--- src/rtl/w_74hc153_scan_ctrl.sv ---
// rtl/w_74hc153_scan_ctrl.sv - scan sequencer for an external 4:1 mux; drives selects and assembles 4-bit frames
// Each channel is held for SETTLE cycles, then sampled once; a full frame is published with a one-cycle valid.
module w_74hc153_scan_ctrl #(
  parameter int unsigned SETTLE = 2
) (
  input  logic       clk_i,
  input  logic       rst_n_i,
  input  logic       start_i,
  input  logic       continuous_i,
  input  logic       result_i,
  output logic       sel0_o,
  output logic       sel1_o,
  output logic [3:0] data_o,
  output logic       valid_o,
  output logic       busy_o
);

  typedef enum logic [1:0] {
    ST_IDLE   = 2'd0,
    ST_SETTLE = 2'd1,
    ST_SAMPLE = 2'd2,
    ST_DONE   = 2'd3
  } state_t;

  localparam logic [3:0] RELOAD = 4'(SETTLE - 1);

  state_t     state_q, state_d;
  logic [1:0] ch_q, ch_d;
  logic [3:0] cnt_q, cnt_d;
  logic [3:0] shadow_q, shadow_d;
  logic [3:0] data_q, data_d;
  logic       sel0_q, sel0_d;
  logic       sel1_q, sel1_d;

  always_ff @(posedge clk_i or negedge rst_n_i) begin
    if (!rst_n_i) begin
      state_q  <= ST_IDLE;
      ch_q     <= 2'd0;
      cnt_q    <= 4'd0;
      shadow_q <= 4'd0;
      data_q   <= 4'd0;
      sel0_q   <= 1'b0;
      sel1_q   <= 1'b0;
    end else begin
      state_q  <= state_d;
      ch_q     <= ch_d;
      cnt_q    <= cnt_d;
      shadow_q <= shadow_d;
      data_q   <= data_d;
      sel0_q   <= sel0_d;
      sel1_q   <= sel1_d;
    end
  end

  // Selects only move when a channel's settle window begins or when the scan goes idle.
  always_comb begin
    state_d  = state_q;
    ch_d     = ch_q;
    cnt_d    = cnt_q;
    shadow_d = shadow_q;
    data_d   = data_q;
    sel0_d   = sel0_q;
    sel1_d   = sel1_q;
    unique case (state_q)
      ST_IDLE: begin
        sel0_d = 1'b0;
        sel1_d = 1'b0;
        if (start_i) begin
          state_d = ST_SETTLE;
          ch_d    = 2'd0;
          cnt_d   = RELOAD;
        end
      end
      ST_SETTLE: begin
        if (cnt_q == 4'd0) begin
          state_d = ST_SAMPLE;
        end else begin
          cnt_d = cnt_q - 4'd1;
        end
      end
      ST_SAMPLE: begin
        shadow_d[ch_q] = result_i;
        if (ch_q == 2'd3) begin
          // Publish with the last bit folded in so data is visible during the valid cycle.
          state_d = ST_DONE;
          data_d  = {result_i, shadow_q[2:0]};
        end else begin
          state_d = ST_SETTLE;
          ch_d    = 2'(ch_q + 2'd1);
          cnt_d   = RELOAD;
          sel0_d  = ch_d[1];
          sel1_d  = ch_d[0];
        end
      end
      ST_DONE: begin
        ch_d   = 2'd0;
        sel0_d = 1'b0;
        sel1_d = 1'b0;
        if (continuous_i || start_i) begin
          state_d = ST_SETTLE;
          cnt_d   = RELOAD;
        end else begin
          state_d = ST_IDLE;
        end
      end
      default: begin
        state_d = ST_IDLE;
      end
    endcase
  end

  always_comb begin
    valid_o = (state_q == ST_DONE);
    busy_o  = (state_q == ST_SETTLE) || (state_q == ST_SAMPLE);
    data_o  = data_q;
    sel0_o  = sel0_q;
    sel1_o  = sel1_q;
  end

endmodule
--- config.mk ---
export PLATFORM = sky130hd
export DESIGN_NAME = w_74hc153_scan_ctrl
export DESIGN_NICKNAME = d
export VERILOG_FILES = /design/src/rtl/w_74hc153_scan_ctrl.sv
export SDC_FILE = /design/constraint.sdc
export NUM_CORES = 1
export LEC_CHECK = 0
export CORE_MARGIN = 10
export CORE_UTILIZATION = 53
export CTS_CLUSTER_DIAMETER = 50
export DETAILED_ROUTE_END_ITERATION = 8
export PLACE_DENSITY = 0.82
export SYNTH_ARGS = -nofsm -noshare
export SYNTH_HDL_FRONTEND = slang
export SYNTH_SLANG_ARGS = --single-unit
--- constraint.sdc ---
create_clock -name clk_i -period 1.78 [get_ports clk_i]
set_input_delay 0.356 -clock clk_i [delete_from_list [all_inputs] [get_ports clk_i]]
set_output_delay 0.356 -clock clk_i [all_outputs]
set_load 0.01 [all_outputs]
After elaboration in Yosys (flattened, before gate mapping):

Index checks and enable logic that the tools add are counted.
Widths: inputs -> output; s select.

* output and inout bits: 8
* bits of input ports: 5
* flip-flop bits (word level): 18
* logic and storage cells: 53

* muxes and demuxes: 20
* add/sub/neg operators: 2
* magnitude comparators: 2
* equal/unequal tests: 9
* reductions and logical operators: 13

Operator list (count)
* $mux 4: 4
* $pmux 4 s4: 1
* $mux 2: 5
* $ne 2x2->1 const B: 4
* $pmux 2 s4: 1
* $eq 2x2->1 const B: 3
* $pmux 2 s3: 1
* $reduce_and 2->1: 3
* $bwmux 4: 1
* $logic_not 4->1: 1
* $mux 1: 4
* $pmux 1 s2: 2
* $reduce_and 4->1: 1
* $sub 4x1->4 const B: 1
* $lt 2x3->1 const B: 1
* $reduce_and 3->1: 1
* $reduce_bool 3->1: 1
* $add 2x1->2 const B: 1
* $demux 1 s2: 1
* $eq 2x1->1 const B: 1
* $ge 2x1->1 const B: 1
* $logic_not 2->1: 1
* $logic_or 1x1->1: 2
* $ne 2x1->1 const B: 1
* other kinds (3): 3

Logic depth before layout (Yosys ltp):

Gate-level depths: netlist of the first run.

* word-level depth: 5
* gate-level depth with buffers: 7

Worst setup path before layout of the first run:

OpenSTA, ideal clock, no wires.

* path type: flip-flop to flip-flop
* start point: reg state_q[0]
* end point: reg cnt_q[2]
* buffers on the path: 2
* path slack: 137 ps
* library setup time: 137 ps
* arrival: 1506 ps
* required time: 1643 ps
* cell stages (with the launch flop): 8
* cells stage by stage: dfrtp_1 inv_1 ha_1 buf_6 and2_4 buf_2 o41ai_1 o31ai_1

* word-level cells in the longest chain between the ends: 3

Ends and longest elaborated chain
* start: declaration: RTL line 27 `state_t state_q, state_d;`
* start signal: assignment: RTL line 45 `state_q <= state_d;`
* $eq 2x1->1, or another cell as far along: RTL line 64 `unique case (state_q)`
* $ne 2x2->1 (no line) or $ne 2x1->1 (tied branches)
* $reduce_and 4->1 (no line)
* end signal: assignment: RTL line 47 `cnt_q <= cnt_d;`
* end: declaration: RTL line 29 `logic [3:0] cnt_q, cnt_d;`

Parallel ways exist; a longest one is shown, timed or not.
A chain may end at the register's enable or synchronous reset.

Worst setup path after layout of the first run:

* start point: reg state_q[0]
* end point: out busy_o

* word-level cells in the longest chain between the ends: 2

Ends and longest elaborated chain
* $eq 2x1->1 or $eq 2x2->1 (tied branches): RTL line 114 `busy_o = (state_q == ST_SETTLE) || (state_q == ST_SAMPLE);`
* $logic_or 1x1->1 (*): RTL line 114
* end: declaration: RTL line 15 `output logic busy_o`

Mark *: on every way between the ends. The rest lies on a longest branch, timed or not.

==> flow_summary.yaml, run 1 <==
layout:
  layoutNonFillerInstCount: 150
  area_growth_syn_to_layout_pct: 25.2
  design_area_um2: 1270
  fin_util: 0.721
  drive_above_1_share: 0.216
  layout_commonest_cell: "nand2_1"
  fillCellCount: 149
  antenna_cells: 0
  finish.net_count: 141
  mostFrequentLayoutCells: "22 x nand2_1, 17 x dfrtp_1, 11 x buf_4"
die:
  start_util: 0.576
  core_area_um2: 1760
  dieArea_um2: 4070
  fp.dieH_um: 63.8
  rows: 15
  dieWidth_um: 63.8
  pin_count: 13
global_routing:
  antenna_found_initial: 0
  overflow: 0
  grt_pass1_vias: 830
  grtUsageTotal: 0.104
  grt_pass1_wl_um: 3570
  grt_start_max_net_pins: 18
placed_design:
  gp_congestion: 0.760
  io_buffers: 12
  placed_cells: 144
  hpwlAfterDp_um: 1510
  post-place-ws_ns: -0.117
  place_area_um2: 1210
logic_synthesis:
  syn-cell-area_um2: 1020
  synth_cell_types: 32
  synth_edf_count: 0
  ys.flop_type: "dfrtp_1"
  syn_avg_cell_area_um2: 10.1
  yosys.area.top_type_share: 0.419
  synthArstFlopShare: 1.00
  synth_cells: 101
  syn-num-nets: 116
  ys_seq_elements: 17
  yosys.area.top_type: "dfrtp_1"
  ys_seq_area_frac: 0.419
  ys.warnings.count: 0
  synth_area_leaders: "dfrtp_1 42%, ha_1 12%, nand2_1 8.1%, inv_1 3.3%, mux2_2 3.3%"
sta:
  worst_slew_pin_slew_ns: 0.380
  rsz0062_at_grt: "true"
  tns_ns: 0
  setup_viol: 0
  fin_crit_sh: 0.987
  timing.fmax_ghz: 0.569
  fin_crit_ns: 1.76
  max_slew_margin: 0.744
  setup_ws_ns: 0.0227
  hold_viol_final: 0
  drv_slew: 0
  skew_ns: 0.00358
pwr:
  p_sw_w: 0.000782
  seq_power_share: 0.319
  ir_drop_mv: 0.995
  p_sw_frac: 0.388
  p_leak_nw: 0.591
  p_clk_frac: 0.105
  p_comb_frac: 0.576
  power_per_cell_area_nw_per_um2: 1590
  p_int_w: 0.00124
route:
  drc_errors: 0
  wl_per_cell_um: 14.2
  avgViaCountPerCell: 5.32
  finalWirelength_um: 2130
  vias: 798
  dr.pass1.iters: 4
  drtAntennaViolNets: 0
  drt_iter0_drc: 10
job:
  drv_cap: 0
run_status:
  outcome: "finished, final reports clean"
clock_tree:
  cts_buffer_depth: 2
  clock-sinks: 17
  clock_latency_ns: 0.30
  numCtsBuffers: 3
  ctsRootBufferMaster: "clkbuf_4"
  cts_tree: "done"
  clk_pin_slew_ns: 0.10
  cts_htree_levels: 1
worst_setup_path:
  required_ns: 1.42
  end_kind: "primary output"
  r2r_start: "state_q[1]"
  crit_start: "state_q[0]"
  ff2ff_path_depth: 6
  cp-start-kind: "flip-flop"
  crit_type: "reg2out"
  cp_data_arrival_time_ns: 1.40
  cp_max_fo: 3
min_path:
  hp-class: "in2async"
-- registers in the layout, indices dropped and copies added (netlist names) --
signal,cells
state_q,2
sel1_o,1
data_o,4
shadow_q,3
cnt_q,4
sel0_o,1
ch_q,2
-- stage by stage --
step                hold WS (ns)  power (W)
floorplan                 0.0604    0.00135
global placement           0.446    0.00172
detailed placement         0.454    0.00176
CTS                        0.376    0.00198
global route               0.380    0.00220
finish                     0.374    0.00202
-- per-layer routing --
layer	wire, µm	part of all wire	vias to the layer above	global-route usage
met5	0	0	-	0
met4	42	0.020	0	0.0492
met3	110	0.052	5	0.0331
met2	999	0.47	17	0.177
met1	978	0.46	374	0.115
li1	-	-	402	-
-- worst max-delay path, stage by stage (launching register included) --
cell	delay, ns
dfrtp_1	0.39
inv_1	0.09
ha_1	0.33
dlygate4sd2_1	0.30
-- worst paths after layout --
path,to,slack (ns)
min,state_q[1],0.37
min in group clk_i,data_o[2],0.47
max,busy_o,0.02
min reg2reg,data_o[2],0.47
max in group asynchronous,shadow_q[2],1.22
max reg2reg,cnt_q[1],0.09
-- area by class of cell --
type | count | area, µm² | share of cell area
Timing Repair Buffer | 23 | 200 | 0.157
Inverter | 9 | 33.8 | 0.0265
Clock buffer | 3 | 22.5 | 0.0177
Clock inverter | 1 | 5.00 | 0.00393
Multi-Input combinational cell | 72 | 554 | 0.436
Tap cell | 25 | 31.3 | 0.0246
Sequential cell | 17 | 425 | 0.334
-- Yosys cell counts, drive strengths merged (2+ instances only) --
library cell / number
mux2i: 2
nand2b: 3
nor3: 2
dfrtp: 17
inv: 9
ha: 10
and2: 2
a22o: 3
o21ai: 4
nor2b: 2
mux2: 3
nand2: 22
buf: 3
o31ai: 2
-- cells by family (layout without fill, tap and decap cells) --
logic type / Yosys count / after routing / share of synthesized area
and+or+nand+nor: 38 / 38 / 0.197
AOI/OAI and AO/OA: 19 / 19 / 0.154
buffers and inverters: 12 / 36 / 0.0542
muxes: 5 / 5 / 0.0530
adders and majority gates: 10 / 10 / 0.123
DFF: 17 / 17 / 0.419
-- power by group through the flow --
stage	combinational (W)	sequential, W	clock [W]
after global placement	0.00107	0.000650	0
final	0.00116	0.000643	0.000212
after global routing	0.00129	0.000672	0.000238
after CTS	0.00112	0.000641	0.000218
after detailed placement	0.00110	0.000661	0
after floorplan	0.000682	0.000670	0
-- timing repair --
| item | in CTS | in global routing |
|---|---|---|
| buffers inserted | 1 | 1 |
| resized for setup | 2 | 3 |
| endpoints found under the setup margin | 3 | 5 |
| hold buffers | 0 | 0 |
No activity file was read; power rests on OpenSTA's default activity.
==> run 2, diff against run 1 <==
GPL_TIMING_DRIVEN = 0   (was not set)
==> flow_summary.yaml, run 2 (synthesis gave the netlist of run 1 again) <==
route:
  drtAntennaViolNets: 0
  drt_iter0_drc: 12
  wl_per_cell_um: 13.8
  vias: 782
  dr.pass1.iters: 4
  avgViaCountPerCell: 5.51
  drc_errors: 0
  finalWirelength_um: 1960
pwr:
  power.total_w: 0.00200
  ir_drop_mv: 0.946
  p_leak_nw: 0.567
  power_per_cell_area_nw_per_um2: 1550
die:
  pin_count: 13
  rows: 15
  start_util: 0.576
  core_area_um2: 1760
  dieWidth_um: 63.8
  fp.dieH_um: 63.8
  dieArea_um2: 4070
global_routing:
  grt_start_max_net_pins: 18
  grtUsageTotal: 0.0949
  antenna_found_initial: 0
  grt_pass1_wl_um: 3260
  grt_pass1_vias: 749
  overflow: 0
sta:
  setup_viol: 0
  skew_ns: 0.0153
  worst_slew_pin_slew_ns: 0.767
  drv_slew: 0
  fin_crit_ns: 1.73
  timing.fmax_ghz: 0.578
  hold_slack_ns: 0.474
  fin_crit_sh: 0.971
  hold_viol_final: 0
  max_slew_margin: 0.487
layout:
  antenna_cells: 0
  area_growth_syn_to_layout_pct: 26.7
  mostFrequentLayoutCells: "22 x nand2_1, 17 x dfrtp_1, 10 x clkdlybuf4s50_1"
  drive_above_1_share: 0.222
  layout_commonest_cell: "nand2_1"
  finish.net_count: 133
  fillCellCount: 140
  layoutNonFillerInstCount: 142
worst_setup_path:
  cp-start-kind: "flip-flop"
  cp_max_fo: 10
  crit_type: "reg2reg"
  required_ns: 1.98
  cp_data_arrival_time_ns: 1.93
  end_kind: "flip-flop"
placed_design:
  gp_congestion: 0.732
  placed_cells: 138
  io_buffers: 12
  hpwlAfterDp_um: 1460
clock_tree:
  hold_buffers: 0
  cts_buffer_depth: 2
  cts_tree: "done"
  ctsRootBufferMaster: "clkbuf_4"
  clock_latency_ns: 0.29
  clk_pin_slew_ns: 0.11
  clock-sinks: 17
  cts_htree_levels: 1
  numCtsBuffers: 3
min_path:
  hp-class: "reg2reg"
run_status:
  outcome: "finished, final reports clean"
job:
  drv_cap: 0
==> run 2: layout make-up <==
| cell class | instances | area (µm²) | area share |
|---|---|---|---|
| multi-input cells | 72 | 621 | 0.482 |
| flip-flops and latches | 17 | 425 | 0.330 |
| repair buffers | 13 | 126 | 0.0982 |
| inverters | 9 | 33.8 | 0.0262 |
| well taps | 25 | 31.3 | 0.0243 |
| clock buffers | 3 | 22.5 | 0.0175 |
| plain buffers | 2 | 22.5 | 0.0175 |
| clock inverters | 1 | 5.00 | 0.00389 |
==> run 2: critical path: stages, from the launching register on <==
cell	delay [ns]
dfrtp_1	0.40
buf_4	0.15
ha_1	0.19
buf_6	0.14
and2_4	0.15
or3_4	0.35
o32ai_2	0.25
==> run 2: routing by layer <==
metal  track usage  routed length (µm)
met4        0.0164                  12
met5             0                   0
met1         0.119                 922
met2         0.147                 897
met3        0.0436                 131
==> run 2: final timing paths <==
path                        startpoint   endpoint  slack (ns)  depth (start not counted)
setup reg to reg            state_q[1]   cnt_q[1]        0.05                          6
setup / recovery            state_q[1]   cnt_q[1]        0.05                          6
hold / removal             shadow_q[0]  data_o[0]        0.47                          2
hold reg to reg            shadow_q[0]  data_o[0]        0.47                          2
min in group asynchronous      rst_n_i   cnt_q[3]        0.51                          1
max in group asynchronous      rst_n_i     sel1_o        0.78                          1
==> run 2: through the flow <==
step / utilization / setup slack (ns) / area, µm² / setup TNS (ns)
floorplan: - / 0.137 / 1020 / 0
global placement: 0.662 / -0.116 / 1170 / -0.314
detailed placement: 0.662 / -0.136 / 1170 / -0.408
CTS: 0.690 / -0.00353 / 1220 / -0.00353
global route: 0.730 / -0.00132 / 1290 / -0.00132
finish: 0.730 / 0.0513 / 1290 / 0
==> run 2: what timing repair did <==
| action | CTS | global route |
|---|---|---|
| gates resized for setup | 6 | 15 |
| endpoints found under the setup margin | 3 | 5 |
| hold endpoints to repair | 0 | 0 |
| setup buffers | 1 | 0 |
| pin swaps | 0 | 2 |
==> run 2: report_power, final <==
part	switching (W)	internal, W	total [W]	leakage [nW]
registers	0.000120	0.000543	0.000663	0.210
clock network	0.000118	0.0000832	0.000201	0.0177
logic	0.000541	0.000590	0.00113	0.339
total	0.000779	0.00122	0.00200	0.567
